File: src/rtl/addr_read_stage.sv
// addr_read_stage: read stage behind the 2D strided address generator.
// Accepts one address per cycle, issues a synchronous SRAM read for it, and
// lands the returned word (one cycle later) in a small output FIFO that
// drains to the consumer in acceptance order.
//
// Ports:
//   clk, rst_n            clock, synchronous active-low reset
//   addr_valid/addr_ready address handshake from the generator
//   addr                  32-bit word address; low MEM_AW bits index the SRAM
//   mem_en/mem_addr       SRAM read request (combinational from accept)
//   mem_rdata             SRAM read data, valid the cycle after mem_en
//   data_valid/data_ready output handshake; data is the FIFO head
//   addr_oob              sticky flag: an accepted address had high bits set
//   beats                 count of completed output transfers (wraps)
module addr_read_stage #(
    parameter int unsigned DATA_W     = 32,
    parameter int unsigned MEM_AW     = 10,
    parameter int unsigned FIFO_DEPTH = 4
) (
    input  logic              clk,
    input  logic              rst_n,
    input  logic              addr_valid,
    output logic              addr_ready,
    input  logic [31:0]       addr,
    output logic              mem_en,
    output logic [MEM_AW-1:0] mem_addr,
    input  logic [DATA_W-1:0] mem_rdata,
    output logic              data_valid,
    input  logic              data_ready,
    output logic [DATA_W-1:0] data,
    output logic              addr_oob,
    output logic [31:0]       beats
);

    localparam int unsigned ADDR_W = 32;
    localparam int unsigned PTR_W  = (FIFO_DEPTH > 1) ? $clog2(FIFO_DEPTH) : 1;
    localparam int unsigned CNT_W  = $clog2(FIFO_DEPTH + 1);

    logic [DATA_W-1:0] fifo_mem [FIFO_DEPTH];
    logic [PTR_W-1:0]  wr_ptr;
    logic [PTR_W-1:0]  rd_ptr;
    logic [CNT_W-1:0]  count;
    logic              inflight;

    logic accept;
    logic push;
    logic pop;
    logic addr_high;

    // Credit check: stored entries plus the read in flight must leave a free
    // slot, so the return of any read we accept now always has room.
    assign addr_ready = (count + CNT_W'(inflight)) < CNT_W'(FIFO_DEPTH);

    assign accept    = addr_valid && addr_ready;
    assign mem_en    = accept;
    assign mem_addr  = addr[MEM_AW-1:0];
    assign addr_high = addr[ADDR_W-1:MEM_AW] != '0;

    assign push       = inflight;
    assign data_valid = count != '0;
    assign pop        = data_valid && data_ready;
    assign data       = fifo_mem[rd_ptr];

    // Control state: pointers, occupancy, in-flight marker, status.
    always_ff @(posedge clk) begin
        if (!rst_n) begin
            wr_ptr   <= '0;
            rd_ptr   <= '0;
            count    <= '0;
            inflight <= 1'b0;
            addr_oob <= 1'b0;
            beats    <= '0;
        end else begin
            inflight <= accept;
            if (push) begin
                wr_ptr <= wr_ptr + PTR_W'(1);
            end
            if (pop) begin
                rd_ptr <= rd_ptr + PTR_W'(1);
                beats  <= beats + 32'd1;
            end
            count <= count + CNT_W'(push) - CNT_W'(pop);
            if (accept && addr_high) begin
                addr_oob <= 1'b1;
            end
        end
    end

    // Storage write; a return arriving on a reset edge is dropped.
    always_ff @(posedge clk) begin
        if (rst_n && push) begin
            fifo_mem[wr_ptr] <= mem_rdata;
        end
    end

endmodule

File: config.mk
export PLATFORM = sky130hd
export DESIGN_NAME = addr_read_stage
export DESIGN_NICKNAME = d
export VERILOG_FILES = /design/src/rtl/addr_read_stage.sv
export SDC_FILE = /design/constraint.sdc
export NUM_CORES = 1
export LEC_CHECK = 0
export ABC_AREA = 1
export BUFFER_PORTS_ARGS = -buffer_cell sky130_fd_sc_hd__buf_2
export CAP_MARGIN = 20
export CORE_MARGIN = 5
export CORE_UTILIZATION = 30
export CTS_CLUSTER_SIZE = 16
export DETAILED_ROUTE_END_ITERATION = 10
export SLEW_MARGIN = 0
export SYNTH_ARGS = -nofsm -noshare
export SYNTH_HDL_FRONTEND = slang
export SYNTH_SLANG_ARGS = --single-unit
File: constraint.sdc
create_clock -name clk -period 3 [get_ports clk]
set_input_delay 0.3 -clock clk [delete_from_list [all_inputs] [get_ports clk]]
set_output_delay 0.3 -clock clk [all_outputs]
set_load 0.02 [all_outputs]
; Word level (Yosys, flattened, before mapping)
; Memories as Yosys holds them, arrays and structs flattened. A register that Yosys moved wholly into a read port is not among the register bits.
; Index checks and enable logic that the tools add are counted.
[totals]
ff_bits = 41
ramBits = 128
n_memories = 1
[classes]
addsub = 5
n_lt_le_gt_ge = 1
mux = 4
n_reduce_logical = 6
[mem_list]
columns = memory, words, width, read_ports, rd_clocked_by_memory_dff, write_ports, line
row1 = fifo_mem, 4, 32, 1, 1, 1, 39  ; logic [DATA_W-1:0] fifo_mem [FIFO_DEPTH];
[op_table]
columns = operator, count
row1 = 32-bit by 1-bit adder with 32-bit output (second input constant), 1
row2 = 22-bit nonzero test, 1
row3 = 2-bit by 1-bit adder with 2-bit output (second input constant), 2
row4 = 1-bit logical AND, 4
row5 = 2-bit two-way mux, 2
row6 = 3-bit by 1-bit adder with 3-bit output, 1
row7 = 3-bit less-than comparator (second input constant), 1
row8 = 3-bit nonzero test, 1
row9 = 3-bit by 1-bit subtractor with 3-bit output, 1
row10 = 1-bit two-way mux, 2

; Logic depth before layout (Yosys ltp)
[depth]
word_depth = 4
depth_mapped = 10
mapped_depth_nobuf = 10

; Worst setup path after synthesis
; OpenSTA, ideal clock, no wires.
[synth_path]
path_kind = reg-to-reg
start = register wr_ptr[0]
end = memory fifo_mem[2][0], enable pin
setup_time_ns = 0.421
t_arrival_ns = 1.940
slack_ns = 0.639
stages_incl_launch_ff = 5
n_path_buf = 0
period_less_slack_ns = 2.361
cell_sequence = dfxtp_1 inv_1 ha_1 inv_1 nor2_1
[synth_rtl]
columns = item, line
row1 = start: declaration, 40  ; logic [PTR_W-1:0] wr_ptr;
row2 = start signal: assignment, 76  ; wr_ptr <= wr_ptr + PTR_W'(1);
row3 = end: declaration, 39
; Straight into the memory's write port.

==> impl_metrics.py <==
metrics = {
    "cts": {
        "clockBufferDepth": 2,
        "post_cts_buffers": 0,
        "htree_levels": 4,
        "hold_buffers": 0,
        "clk_pin_slew_ns": 0.08,
        "worstSkewPairLatency_ns": 0.43,
        "cts_tree": "built",
        "root_buffer": "clkbuf_16",
        "clock_sinks": 171,
        "cts_buffers": 17,
        "cts.repair.resized": 0,
    },
    "timing": {
        "finalSetupTns_ns": 0,
        "rsz0062_at_grt": "no",
        "final.period_utilization": 0.759,
        "min_period_ns": 2.28,
        "max_slew_margin": 0.576,
        "slew_violations": 0,
        "fmax_ghz": 0.439,
        "setup_violations": 0,
        "hold_viol": 0,
        "worstMarginPinSlew_ns": 0.635,
        "fin_skew_ns": 0.0106,
    },
    "layout": {
        "drive_gt1_frac": 0.237,
        "n_antenna_cell": 0,
        "finalNonFillerCells": 1132,
        "layout.nets": 877,
        "area_growth_syn_to_layout_pct": 21.9,
    },
    "worst_setup_path": {
        "crit_chain": "inv_2 -> buf_4 -> o21ai_0 -> o22ai_1 -> buf_2",
        "crit_slowest_cell": "inv_2",
        "reg2reg_to": "fifo_mem[3][2]$_DFFE_PP_",
        "critPathArrivalTime_ns": 1.98,
        "worstRegToRegCells": 3,
        "r2r_slack_ns": 1.29,
        "critPathMaxStageDelay_ns": 0.45,
        "critPathTopFamily": "buffers and inverters",
        "crit_type": "flop to primary output",
        "r2r_start": "inflight$_SDFF_PN0_",
        "start_kind": "flop",
        "critical_path_buf_inv_count": 3,
        "required_ns": 2.70,
        "path_max_fanout": 38,
        "worst_setup_path_end_kind": "primary output",
    },
    "routing": {
        "vias_per_cell": 4.55,
        "routed_wl_um": 16600,
        "dr.pass1.iters": 4,
        "drtAntennaViolNets": 0,
        "num_vias": 5151,
        "drc": 0,
        "avgRoutedWirePerCell_um": 14.7,
        "drtIter0Drc": 233,
    },
    "power": {
        "powerDensity_nw_per_um2": 707,
        "vdd_drop_max_v": 0.000427,
        "leakagePower_nw": 3.33,
    },
    "global_routing": {
        "track_usage": 0.125,
        "grt_overflow": 0,
        "grt_max_degree": 65,
        "grt_pass1_vias": 5127,
        "grt_pass1_wl_um": 26100,
        "antenna_found_initial": 3,
    },
    "yosys": {
        "seq_area_frac_synth": 0.659,
        "synthTopCellsByArea": "edfxtp_1 (54%), dfxtp_1 (12%), nor2_1 (6.7%)",
        "syn_nets": 756,
        "async_reset_ff_frac": 0,
        "synth_top_cell_by_area": "edfxtp_1",
        "postSynthAreaPerCell_um2": 10.5,
        "synth_area_um2": 7140,
        "yosys-top-cells-count": "edfxtp_1 (128), nor2_1 (128), nand2_1 (78), o21ai_0 (78), inv_1 (56)",
        "synth_top_area_frac": 0.538,
        "synthFlopType": "edfxtp_1",
        "synth_edf_count": 128,
        "ys_ff_latch": 171,
        "yosysWarnings": 0,
        "syn_inst": 679,
        "ys_types": 34,
    },
    "min_path": {
        "min-delay-start": "mem_rdata[24]",
        "min_to": "fifo_mem[2][24]$_DFFE_PP_",
        "whs_path_depth": 1,
        "holdCritPathClass": "input port to flop",
    },
    "place": {
        "hpwl_um": 11100,
        "numPortBuffers": 125,
        "place_inst": 1100,
        "place_congestion": 0.842,
    },
    "die": {
        "ioPinCount": 146,
        "die_area_um2": 27000,
        "core_area_um2": 23500,
        "die_x_um": 164,
        "floorplan.initialDensity": 0.304,
        "num_rows": 56,
        "die_y_um": 164,
    },
    "outcome": {
        "outcome": "completed",
    },
    "flow_run": {
        "maxCapViolCount": 0,
    },
}
## worst max-delay path by stage
| stage | start | to | slack [ns] | cells after the start |
|---|---|---|---|---|
| after floorplan | wr_ptr[0]$_SDFFE_PN0P_ | fifo_mem[2][0]$_DFFE_PP_ | 0.64 | 4 |
| after global placement | flop | data[27] | 1.15 | 5 |
| after detailed placement | flop | data[27] | 1.10 | 5 |
| after CTS | flop | data[4] | 0.64 | 5 |
| after global routing | flop | data[4] | 0.52 | 5 |
| final | flop | data[0] | 0.72 | 5 |
## final cells by class
class	instances	area (um^2)
clock buffers	17	425
fillers	2364	14800
inverters	60	226
clock inverters	15	144
multi-input cells	414	2070
well taps	319	399
flip-flops and latches	171	4710
repair buffers	136	733
## worst register-to-register path: cells and delay by family, from the launching register on
family / cells / cell delay [ns]
flops: 1 / 0.35
simple gates: 2 / 0.60
buf+inv: 1 / 0.41
## per-layer routing
layer / wire [um] / global-route usage
met1: 7410 / 0.155
met2: 8000 / 0.211
met3: 988 / 0.0419
met4: 161 / 0.0320
met5: 58 / 0
## state kept, by name, indices dropped and copies added, names as in the netlist, named ones only
signal and flops:
inflight 1, wr_ptr 2, rd_ptr 2, beats 32, count 3, fifo_mem 128
addr_oob 1
## cell families after synthesis
| logic type | Yosys count | share of synthesized area |
|---|---|---|
| simple gates | 266 | 0.162 |
| xor+xnor | 3 | 0.00368 |
| compound gates | 136 | 0.104 |
| buf+inv | 94 | 0.0557 |
| fa+ha+maj | 9 | 0.0158 |
| flops | 171 | 0.659 |
## power by group
group          switching [mW]  internal (mW)  total (mW)
Sequential             0.0482           2.64        2.69
Clock                    1.02           1.11        2.13
Combinational           0.938          0.391        1.33
Total                    2.01           4.14        6.15
## cells in the final DEF (no fill, tap or decap), drive strengths merged, types with 17 or more instances in the layout
| master | n |
|---|---|
| edfxtp | 128 |
| nand2 | 85 |
| o21ai | 79 |
| nor2 | 135 |
| a21oi | 20 |
| o22ai | 32 |
| inv | 69 |
| nand3 | 23 |
| dfxtp | 43 |
| clkbuf | 17 |
| buf | 136 |
## per-stage QoR
stage          hold slack (ns)  worst slack (ns)  utilization  total power [mW]  cell area (um^2)
4_1_cts                 0.0643             0.636        0.371              6.24              8700
6_report                0.0837             0.723        0.371              6.15              8700
3_5_place_dp             0.451              1.10        0.346              4.10              8130
5_1_grt                 0.0614             0.518        0.371              6.48              8700
2_1_floorplan            0.399             0.639            -              3.62              7140
3_3_place_gp             0.438              1.15        0.346              4.09              8130
Power figures use the tool's default switching activity.
